**src/rtl/display_scan_n.sv**
```systemverilog
// Multiplexed N-digit seven-segment scanner with double-buffered digit data,
// per-digit blinking and leading-zero suppression. All outputs are registered, active low.
module display_scan_n #(
    parameter int DIGITS       = 4,
    parameter int PRESCALE     = 1000,
    parameter int BLINK_FRAMES = 64
) (
    input  logic                  Clock,
    input  logic                  Reset,
    input  logic                  Enable,
    input  logic                  Load,
    input  logic [4*DIGITS-1:0]   Value,
    input  logic [DIGITS-1:0]     Points,
    input  logic [DIGITS-1:0]     BlinkMask,
    input  logic                  Lzs,
    output logic [6:0]            Output,
    output logic [DIGITS-1:0]     DigitoLigado,
    output logic                  Ponto,
    output logic                  FrameDone
);

    localparam int PW = $clog2(PRESCALE);
    localparam int IW = $clog2(DIGITS);
    localparam int FW = (BLINK_FRAMES > 1) ? $clog2(BLINK_FRAMES) : 1;

    localparam logic [PW-1:0] PRESC_LAST = PW'(PRESCALE - 1);
    localparam logic [PW-1:0] PRESC_ONE  = PW'(1);
    localparam logic [IW-1:0] IDX_LAST   = IW'(DIGITS - 1);
    localparam logic [IW-1:0] IDX_ONE    = IW'(1);
    localparam logic [FW-1:0] FRAME_LAST = FW'(BLINK_FRAMES - 1);
    localparam logic [FW-1:0] FRAME_ONE  = FW'(1);
    localparam logic [6:0]    SEG_DARK   = 7'h7F;

    function automatic logic [6:0] hex7(input logic [3:0] nib);
        logic [6:0] seg;
        case (nib)
            4'h0:    seg = 7'h40;
            4'h1:    seg = 7'h79;
            4'h2:    seg = 7'h24;
            4'h3:    seg = 7'h30;
            4'h4:    seg = 7'h19;
            4'h5:    seg = 7'h12;
            4'h6:    seg = 7'h02;
            4'h7:    seg = 7'h78;
            4'h8:    seg = 7'h00;
            4'h9:    seg = 7'h10;
            4'hA:    seg = 7'h08;
            4'hB:    seg = 7'h03;
            4'hC:    seg = 7'h46;
            4'hD:    seg = 7'h21;
            4'hE:    seg = 7'h06;
            4'hF:    seg = 7'h0E;
            default: seg = SEG_DARK;
        endcase
        return seg;
    endfunction

    logic [PW-1:0]         presc_r;
    logic [IW-1:0]         idx_r;
    logic [FW-1:0]         frame_r;
    logic                  blink_r;
    logic [4*DIGITS-1:0]   pend_val_r;
    logic [DIGITS-1:0]     pend_pts_r;
    logic [DIGITS-1:0]     pend_blk_r;
    logic [4*DIGITS-1:0]   act_val_r;
    logic [DIGITS-1:0]     act_pts_r;
    logic [DIGITS-1:0]     act_blk_r;
    logic [6:0]            seg_r;
    logic [DIGITS-1:0]     dig_r;
    logic                  pt_r;
    logic                  fd_r;

    logic                  tick_s;
    logic                  wrap_s;
    logic [PW-1:0]         presc_nxt_s;
    logic [IW-1:0]         idx_nxt_s;
    logic [FW-1:0]         frame_nxt_s;
    logic                  blink_nxt_s;
    logic [4*DIGITS-1:0]   act_val_nxt_s;
    logic [DIGITS-1:0]     act_pts_nxt_s;
    logic [DIGITS-1:0]     act_blk_nxt_s;

    logic [3:0]            nib_s;
    logic                  pt_req_s;
    logic                  blk_req_s;
    logic                  supp_s;
    logic                  zero_run_s;
    logic [DIGITS-1:0]     dig_s;
    logic                  blank_s;

    // Slot/frame timing and the next active bank (a Load on the wrap tick bypasses pending).
    always_comb begin
        tick_s        = Enable && (presc_r == PRESC_LAST);
        wrap_s        = tick_s && (idx_r == IDX_LAST);
        presc_nxt_s   = presc_r;
        idx_nxt_s     = idx_r;
        frame_nxt_s   = frame_r;
        blink_nxt_s   = blink_r;
        act_val_nxt_s = act_val_r;
        act_pts_nxt_s = act_pts_r;
        act_blk_nxt_s = act_blk_r;
        if (Enable) begin
            presc_nxt_s = tick_s ? {PW{1'b0}} : (presc_r + PRESC_ONE);
        end else begin
            presc_nxt_s = presc_r;
        end
        if (tick_s) begin
            idx_nxt_s = wrap_s ? {IW{1'b0}} : (idx_r + IDX_ONE);
        end else begin
            idx_nxt_s = idx_r;
        end
        if (wrap_s) begin
            frame_nxt_s   = (frame_r == FRAME_LAST) ? {FW{1'b0}} : (frame_r + FRAME_ONE);
            blink_nxt_s   = blink_r ^ (frame_r == FRAME_LAST);
            act_val_nxt_s = Load ? Value     : pend_val_r;
            act_pts_nxt_s = Load ? Points    : pend_pts_r;
            act_blk_nxt_s = Load ? BlinkMask : pend_blk_r;
        end else begin
            frame_nxt_s   = frame_r;
            blink_nxt_s   = blink_r;
        end
    end

    // Select the digit about to be shown; zero_run_s tracks "this digit and all above are zero".
    always_comb begin
        nib_s      = 4'h0;
        pt_req_s   = 1'b0;
        blk_req_s  = 1'b0;
        supp_s     = 1'b0;
        zero_run_s = 1'b1;
        dig_s      = {DIGITS{1'b1}};
        for (int i = DIGITS - 1; i >= 0; i--) begin
            zero_run_s = zero_run_s & (act_val_nxt_s[4*i +: 4] == 4'h0);
            nib_s      = nib_s | (act_val_nxt_s[4*i +: 4] & {4{idx_nxt_s == IW'(i)}});
            pt_req_s   = pt_req_s  | (act_pts_nxt_s[i] & (idx_nxt_s == IW'(i)));
            blk_req_s  = blk_req_s | (act_blk_nxt_s[i] & (idx_nxt_s == IW'(i)));
            supp_s     = supp_s | ((idx_nxt_s == IW'(i)) & Lzs & zero_run_s & (i != 0));
            dig_s[i]   = ~(idx_nxt_s == IW'(i));
        end
        blank_s = blink_nxt_s & blk_req_s;
    end

    // Prescaler, digit index, frame counter and blink phase.
    always_ff @(posedge Clock) begin
        if (Reset) begin
            presc_r <= {PW{1'b0}};
            idx_r   <= {IW{1'b0}};
            frame_r <= {FW{1'b0}};
            blink_r <= 1'b0;
        end else begin
            presc_r <= presc_nxt_s;
            idx_r   <= idx_nxt_s;
            frame_r <= frame_nxt_s;
            blink_r <= blink_nxt_s;
        end
    end

    // Pending and active digit banks; active only changes on a frame boundary.
    always_ff @(posedge Clock) begin
        if (Reset) begin
            pend_val_r <= {(4*DIGITS){1'b0}};
            pend_pts_r <= {DIGITS{1'b0}};
            pend_blk_r <= {DIGITS{1'b0}};
            act_val_r  <= {(4*DIGITS){1'b0}};
            act_pts_r  <= {DIGITS{1'b0}};
            act_blk_r  <= {DIGITS{1'b0}};
        end else begin
            if (Load) begin
                pend_val_r <= Value;
                pend_pts_r <= Points;
                pend_blk_r <= BlinkMask;
            end
            act_val_r <= act_val_nxt_s;
            act_pts_r <= act_pts_nxt_s;
            act_blk_r <= act_blk_nxt_s;
        end
    end

    // Registered drive of segments, digit enables, decimal point and frame pulse.
    always_ff @(posedge Clock) begin
        if (Reset) begin
            seg_r <= SEG_DARK;
            dig_r <= {DIGITS{1'b1}};
            pt_r  <= 1'b1;
            fd_r  <= 1'b0;
        end else begin
            fd_r <= wrap_s;
            if (!Enable) begin
                seg_r <= SEG_DARK;
                dig_r <= {DIGITS{1'b1}};
                pt_r  <= 1'b1;
            end else if (tick_s) begin
                seg_r <= (blank_s || supp_s) ? SEG_DARK : hex7(nib_s);
                dig_r <= dig_s;
                pt_r  <= blank_s ? 1'b1 : ~pt_req_s;
            end
        end
    end

    assign Output       = seg_r;
    assign DigitoLigado = dig_r;
    assign Ponto        = pt_r;
    assign FrameDone    = fd_r;

endmodule

```
**config.mk**
```make
export PLATFORM = sky130hd
export DESIGN_NAME = display_scan_n
export DESIGN_NICKNAME = d
export VERILOG_FILES = /design/src/rtl/display_scan_n.sv
export SDC_FILE = /design/constraint.sdc
export NUM_CORES = 1
export LEC_CHECK = 0
export CAP_MARGIN = 10
export CORE_MARGIN = 8
export CORE_UTILIZATION = 40
export DETAILED_ROUTE_END_ITERATION = 10
export GPL_TIMING_DRIVEN = 0
export HOLD_SLACK_MARGIN = 0.1
export PLACE_DENSITY_LB_ADDON = 0.2
export SYNTH_ARGS = -nofsm -noshare
export SYNTH_HDL_FRONTEND = slang
export SYNTH_SLANG_ARGS = --single-unit
```
**constraint.sdc**
```tcl
create_clock -name Clock -period 3.9 [get_ports Clock]
set_clock_uncertainty 0.15 [all_clocks]
set_input_delay 0.78 -clock Clock [delete_from_list [all_inputs] [get_ports Clock]]
set_output_delay 0.78 -clock Clock [all_outputs]
set_load 0.1 [all_outputs]
```
Yosys cells after proc, flatten, opt, wreduce, memory -nomap -nowiden. Memories as Yosys holds them, arrays and structs flattened. Index checks and enable logic that the tools add are counted.

Add/sub/neg operators: 3. Multipliers: 0. Div/mod/pow operators: 0. $lt $le $gt $ge: 0. Equality and inequality tests: 6. Shifts and indexed selects: 0. Muxes and demuxes: 13. Bitwise gates (word level): 39. Reduce and logical (&&, ||, !) cells: 8.

Operators by type and width (count): 16-bit two-way mux (2); 1-bit AND (17); 4-bit AND (4); 4-bit two-way mux (4); 4-bit logical NOT (3); 4-bit bitwise OR (3); 10-bit by 1-bit adder with 10-bit output (second input constant) (1); 10-bit equality test (second input constant) (1); 10-bit two-way mux (1); 1-bit bitwise OR (8); 7-bit two-way mux (1); 6-bit by 1-bit adder with 6-bit output (second input constant) (1); 2-bit equality test (second input constant) (3); 6-bit equality test (second input constant) (1); 6-bit two-way mux (1); 1-bit NOT (6); 2-bit two-way mux (2); 2-bit by 1-bit adder with 2-bit output (second input constant) (1); 2-bit by 1-bit equality test with 1-bit output (second input constant) (1); 1-bit logical AND (2); 2-bit logical NOT (1); 1-bit two-way mux (2); 2-bit OR reduction (1); 1-bit logical OR (1); 1-bit bitwise XOR (1).

Bits in registers: 80. Latch bits: 0. Bits in writable memories: 0. Memory bits (read-only): 112. Input bits: 29. Output and inout port bits: 13. Word-level logic and storage cells: 84. Memories: 1.

Memory list: (no name shown) (depth 16, bits a word 7, read ports 1, clocked after Yosys merged registers in 0, wr ports 0, line 36) `case (nib)`.

Logic depth before layout (Yosys ltp). Gate-level depths: netlist of run 1.

Depth in word-level cells: 13. Depth in mapped cells: 14. Mapped depth without buffers: 11.

Worst setup path before layout of run 1. Ideal clock, no wire load.

Path kind: input port to flip-flop. Start point: input Enable. End point: register seg_r[5] (netlist: Output[5]). Setup time: 0.122 ns. Arrival time: 3.446 ns. Data required time: 3.628 ns. Path slack: 0.182 ns. Cell stages on the path: 11. Buffers on the path: 1. Cells stage by stage: buf_4 > nand4_4 > nor3_4 > mux2i_1 > mux2_2 > a21oi_1 > inv_1 > ha_1 > o21ai_0 > a21oi_1 > o32a_1.

Cells in the longest elaborated chain, start to end: 12. Elaborated cells between the ends (all ways): 44. Classes of those cells: eq/ne: 3; mux: 6; bitwise: 26; reduce/logical: 8; memory: 1.

Ends and longest elaborated chain: start: declaration (line 10) `input logic Enable,`; parallel branches: the longest is 12 deep, another holds memory read 16 x 7 bit; end signal: assignment (line 193) `seg_r <= (blank_s || supp_s) ? SEG_DARK : hex7(nib_s);`; end: declaration (line 68) `logic [6:0] seg_r;`.

Several ways; the timed one is not identified. A chain may end at the register's enable or synchronous reset.

Final worst setup path of run 1.
Start point: input Load. End point: register seg_r[5] (netlist: Output[5]).

Cells in the longest elaborated chain, start to end: 9. Elaborated cells between the ends (all ways): 32. Classes of those cells: mux: 5; bitwise: 22; reduce/logical: 4; memory: 1.

Ends and longest elaborated chain: start: declaration (line 11) `input logic Load,`; parallel branches: the longest is 8 deep, another holds memory read 16 x 7 bit; 7-bit two-way mux * (line 193).

Every way passes the cells marked *.

==> results.yml, run 1 <==
worst_setup_path:
  cp_data_arrival_time_ps: 3820
  cp.required_ps: 4000
  rr_worst_depth: 14
  timing.rr.end: "Output[5]"
  startpoint_type: "input pin"
  critical_path.startpoint: "Load"
  cpMostUsedCell: "buf_4"
  end_kind: "flop"
  cp_num_buf_inv: 5
  reg2reg_from: "idx_r[1]"
  cp_slowest_stage_delay_ps: 490
  worstPathCellList: "clkdlybuf4s50_1 > buf_4 > buf_4 > buf_4 > mux2_2 > mux2i_1 > o22ai_1 > a21oi_4 > inv_1 > ha_1 > o21ai_0 > a21oi_1 > o32a_1"
  crit_type: "input pin to flop"
  critPathTopFamily: "buffers and inverters"
  cp_max_fo: 10
  cp-endpoint: "Output[5]"
  cp_slowest_cell: "clkdlybuf4s50_1"
  cp.depth: 13
  reg2reg_slack_ps: 410
timing:
  slew_headroom_pct: 34.56
  period_needed_ps: 3719
  tightest_slew_ps: 978.6
  hold-worst-slack_ps: 326.6
  finalSetupViolCount: 0
  hold_violations: 0
  rsz0062_at_grt: "no"
  fmax_mhz: 268.9
  fin_crit_sh_pct: 95.36
  maxSlewViolCount: 0
clock_tree:
  cts_sinks: 80
  clk_latency_ps: 360
  numCtsBuffers: 9
  cts_max_path_buffers: 2
  clkTransAtPathRegs_ps: 80
  root_buffer: "clkbuf_8"
  htree_num_levels: 3
  cts_tree: "yes"
logic_synthesis:
  yosys-top-cells-area: "dfxtp_1, mux2i_1, nor2_1"
  yosysTopAreaCell: "dfxtp_1"
  async_reset_ff_share_pct: 0
  synthesis.area_um2: 3871
  syn_inst: 412
  ys_warn_count: 0
  synth_top_cell_area_share_pct: 41.37
  synth_area_per_cell_um2: 9.396
  ys.flop_type: "dfxtp_1"
  synth_nets: 450
  synth_edf_count: 0
  seq_area_frac_synth_pct: 41.37
  yosysUniqueCellTypes: 60
  synth-seq-cells: 80
status:
  status: "finished clean"
floorplan:
  ios: 42
  initial_utilization_pct: 40.35
  num_rows: 36
  die_w_um: 114.4
  die-area_um2: 13080
  die_h_um: 114.4
  core_area_um2: 9594
global_routing:
  met1_usage_pct: 20.33
  grt_use_total_pct: 15.75
  use_met3_pct: 4.008
  grt_pass1_vias: 3078
  grtUsageMet2_pct: 23.86
  antenna_found_initial: 0
  overflow: 0
  grt_pass1_wl_um: 15990
  busiest_layer: "met2"
  grt_max_degree: 13
finish:
  mostFrequentLayoutCell: "dfxtp_1"
  seqCellArea_um2: 1602
  utilization_pct: 48.97
  area_delta_synth_final_pct: 21.36
  layout_common_cells: "dfxtp_1, nor2_1, clkdlybuf4s50_1"
  antenna_cells: 0
  n_fill_cell: 920
  multi_input_area_um2: 2115
  final_nets: 503
  drive_above_1_share_pct: 12.58
drt:
  drt_iter0_markers: 208
  route.detailed.drc: 0
  routed_wl_um: 9713
  dr.pass1.iters: 4
  ant_nets: 0
  vias: 3093
  routed_via_density: 5.138
  avgRoutedWirePerCell_um: 16.13
pwr:
  cellPowerDensity_nw_per_um2: 337.5
  power_leakage_nw: 1.748
  ir_drop_mv: 0.1825
placement:
  gp_congestion: 0.8447
  hpwlAfterDp_um: 7207
  portBuffers: 41
worst_hold_path:
  hold_class: "flop to flop"
flow_run:
  cap_violations: 0
[tightest hold or removal path: cells and delay by family (launching register included)]
family | cells | cell delay, ps
compound gates | 1 | 50
simple gates | 1 | 60
flops | 1 | 330
[power breakdown]
| part | total [mW] | internal (mW) | switching (mW) | leakage (nW) |
|---|---|---|---|---|
| clock network | 0.636 | 0.345 | 0.290 | 0.102 |
| registers | 0.839 | 0.832 | 0.00651 | 0.650 |
| logic | 0.111 | 0.0569 | 0.0540 | 0.996 |
[worst min path at each step]
| stage | startpoint | endpoint | slack [ps] | cells after the start |
|---|---|---|---|---|
| after floorplan | frame_r[1] | frame_r[1] | 300 | 2 |
| after global placement | frame_r[1] | frame_r[1] | 310 | 2 |
| after detailed placement | Output[3] | Output[3] | 320 | 1 |
| after CTS | frame_r[1] | frame_r[1] | 330 | 2 |
| after global routing | Output[5] | Output[5] | 360 | 1 |
| final | frame_r[1] | frame_r[1] | 330 | 2 |
[cell type report]
cell class              instances  area share, %
clock buffers                  13          3.595
clock inverters                 2         0.7989
inverters                      13          1.039
well taps                     133          3.542
flip-flops and latches         80          34.09
repair buffers                 42          8.895
plain buffers                  23          3.036
multi-input cells             296          45.01
[kinds of logic (layout without fill, tap and decap cells)]
family / Yosys count / in the layout / synth area share [%]
xor gates and xnor gates: 13 / 13 / 2.941
buffers and inverters: 36 / 93 / 4.719
AOI/OAI and AO/OA: 68 / 68 / 13.77
adders and majority gates: 9 / 9 / 2.909
muxes: 52 / 52 / 13.87
DFF: 80 / 80 / 41.37
and+or+nand+nor: 154 / 154 / 20.43
[sequential cells by signal, indices dropped and copies added (netlist names)]
signal	cells
DigitoLigado	4
FrameDone	1
Output	7
Ponto	1
act_blk_r	4
act_pts_r	4
act_val_r	16
blink_r	1
frame_r	6
idx_r	2
pend_blk_r	4
pend_pts_r	4
pend_val_r	16
presc_r	10
[through the flow]
stage | setup slack [ps] | total power, mW | instance area, um2 | setup TNS [ps] | instances
after floorplan | 181.8 | 0.9153 | 3871 | 0 | 412
after global placement | -847.0 | 0.9663 | 4448 | -4708 | 586
after detailed placement | -848.3 | 0.9679 | 4448 | -4627 | 586
after CTS | 47.62 | 1.611 | 4683 | 0 | 602
after global routing | 28.86 | 1.653 | 4698 | 0 | 602
final | 180.9 | 1.585 | 4698 | 0 | 602
[what timing repair did]
| item | in CTS | in global routing |
|---|---|---|
| endpoints found under the setup margin | 7 | 6 |
| hold buffers | 0 | 0 |
| gates resized for setup | 5 | 7 |
| pin swaps | 1 | 0 |
| cloned | 0 | 0 |
| setup buffers | 1 | 0 |
| endpoints found under the hold margin | 0 | 0 |
[routing by layer]
layer | routed length, um | share of wire (%)
met2 | 4179 | 43
met3 | 596 | 6.1
met5 | 0 | 0
met1 | 4702 | 48
met4 | 235 | 2.4
[cells in the mapped netlist (all sizes together) (3+ instances only)]
cell,n
mux2i,39
clkbuf,10
nand2,20
ha,9
nand3,10
nor2b,13
buf,13
nor3,15
a221oi,3
a41oi,3
mux2,13
a211oi,8
dfxtp,80
or4,3
nand2b,3
a31oi,4
and2,4
o32a,4
nor2,62
xor2,6
or2,3
o21ai,10
o22ai,6
xnor2,7
nor4,4
nand4,8
inv,13
a21oi,10
o22a,4
Note: power is estimated with default switching activity, not from simulation.
==> inputs of run 2 (changes only) <==
- CTS_BUF_LIST: default -> sky130_fd_sc_hd__clkbuf_8 sky130_fd_sc_hd__clkbuf_16
- HOLD_SLACK_MARGIN: 0.1 -> 0.12
==> results.yml, run 2 (synthesis results as in run 1) <==
status:
  status: "finished clean"
placement:
  gp_congestion: 0.8447
  hpwlAfterDp_um: 7207
  dp_slack_ps: -848.3
  portBuffers: 41
clock_tree:
  clk_latency_ps: 360
  cts_tree: "yes"
  root_buffer: "clkbuf_8"
  cts_max_path_buffers: 2
  cts_sinks: 80
  clkTransAtPathRegs_ps: 80
  cts_hold_buf: 0
  htree_num_levels: 3
  numCtsBuffers: 9
worst_setup_path:
  crit_type: "input pin to flop"
  cp_max_fo: 10
  cp_data_arrival_time_ps: 3820
  cp_slowest_stage_delay_ps: 490
  cp.required_ps: 4000
  cp_slowest_cell: "clkdlybuf4s50_1"
  critical_path.startpoint: "Load"
  startpoint_type: "input pin"
  cp_num_buf_inv: 5
  worstPathCellList: "clkdlybuf4s50_1 > buf_4 > buf_4 > buf_4 > mux2_2 > mux2i_1 > o22ai_1 > a21oi_4 > inv_1 > ha_1 > o21ai_0 > a21oi_1 > o32a_1"
  reg2reg_from: "idx_r[1]"
  critPathTopFamily: "buffers and inverters"
  end_kind: "flop"
  cpMostUsedCell: "buf_4"
timing:
  hold_violations: 0
  fmax_mhz: 268.9
  fin_crit_sh_pct: 95.36
  finalSetupViolCount: 0
  tightest_slew_ps: 978.7
  slew_headroom_pct: 34.55
  period_needed_ps: 3719
  hold-worst-slack_ps: 326.6
  worst_slack_ps: 181.1
  rsz0062_at_grt: "no"
  maxSlewViolCount: 0
global_routing:
  antenna_found_initial: 0
  grtUsageMet2_pct: 23.86
  grt_pass1_wl_um: 15990
  overflow: 0
  grt_pass1_vias: 3078
  grt_max_degree: 13
  met1_usage_pct: 20.33
  use_met3_pct: 4.008
  busiest_layer: "met2"
  grt_use_total_pct: 15.75
floorplan:
  die-area_um2: 13080
  die_h_um: 114.4
  initial_utilization_pct: 40.35
  die_w_um: 114.4
  ios: 42
  core_area_um2: 9594
  num_rows: 36
finish:
  area_delta_synth_final_pct: 21.36
  multi_input_area_um2: 2115
  drive_above_1_share_pct: 12.58
  mostFrequentLayoutCell: "dfxtp_1"
  utilization_pct: 48.97
  final_nets: 503
  top_regs: "act_val_r: 16 flops, pend_val_r: 16 flops, presc_r: 10 flops"
  layout_common_cells: "dfxtp_1, nor2_1, clkdlybuf4s50_1"
  n_fill_cell: 920
  seqCellArea_um2: 1602
  antenna_cells: 0
drt:
  ant_nets: 0
  routed_wl_um: 9713
  route.detailed.drc: 0
  routed_via_density: 5.138
  avgRoutedWirePerCell_um: 16.13
  dr.pass1.iters: 4
  vias: 3093
  drt_iter0_markers: 208
worst_hold_path:
  hold_class: "flop to flop"
  hp-start: "frame_r[1]"
pwr:
  power_leakage_nw: 1.752
  total_power_mw: 1.583
  cellPowerDensity_nw_per_um2: 336.9
  ir_drop_mv: 0.1825
flow_run:
  cap_violations: 0
## run 2: area by class of cell
type / instances / share of cell area (%)
Tap cell: 133 / 3.542
Sequential cell: 80 / 34.09
Clock inverter: 3 / 0.8788
Multi-Input combinational cell: 296 / 45.01
Timing Repair Buffer: 42 / 8.895
Buffer: 23 / 3.036
Inverter: 13 / 1.039
Clock buffer: 12 / 3.515
## run 2: where the power goes
| group | internal, mW | switching [mW] |
|---|---|---|
| registers | 0.832 | 0.00651 |
| clock network | 0.343 | 0.291 |
| logic | 0.0569 | 0.0540 |
## run 2: repair_timing
item / in CTS / in global routing
buffers inserted: 1 / 0
endpoints found under the hold margin: 0 / 0
setup endpoints to repair: 7 / 6
pin swaps: 1 / 0
gates resized for setup: 5 / 7
## run 2: stage by stage
step | setup TNS [ps] | instances | area (um2)
3_3_place_gp | -4708 | 586 | 4448
3_5_place_dp | -4627 | 586 | 4448
2_1_floorplan | 0 | 412 | 3871
6_report | 0 | 602 | 4698
5_1_grt | 0 | 602 | 4698
4_1_cts | 0 | 602 | 4683
## run 2: per-layer routing
metal  routed length, um  share of wire, %
met5                   0                 0
met1                4702                48
met2                4178                43
met4                 235               2.4
met3                 596               6.1
## run 2: tightest hold or removal path: stages, from the launching register on
cell and delay [ps]:
dfxtp_1 330, nand2_1 60, a21oi_1 50
## run 2: worst paths after layout
check                                  end  slack, ps  depth (start not counted)
worst min-delay path            frame_r[1]        330                          2
worst max-delay path             Output[5]        180                         13
worst min register to register  frame_r[1]        330                          2
worst max register to register   Output[5]        410                         14
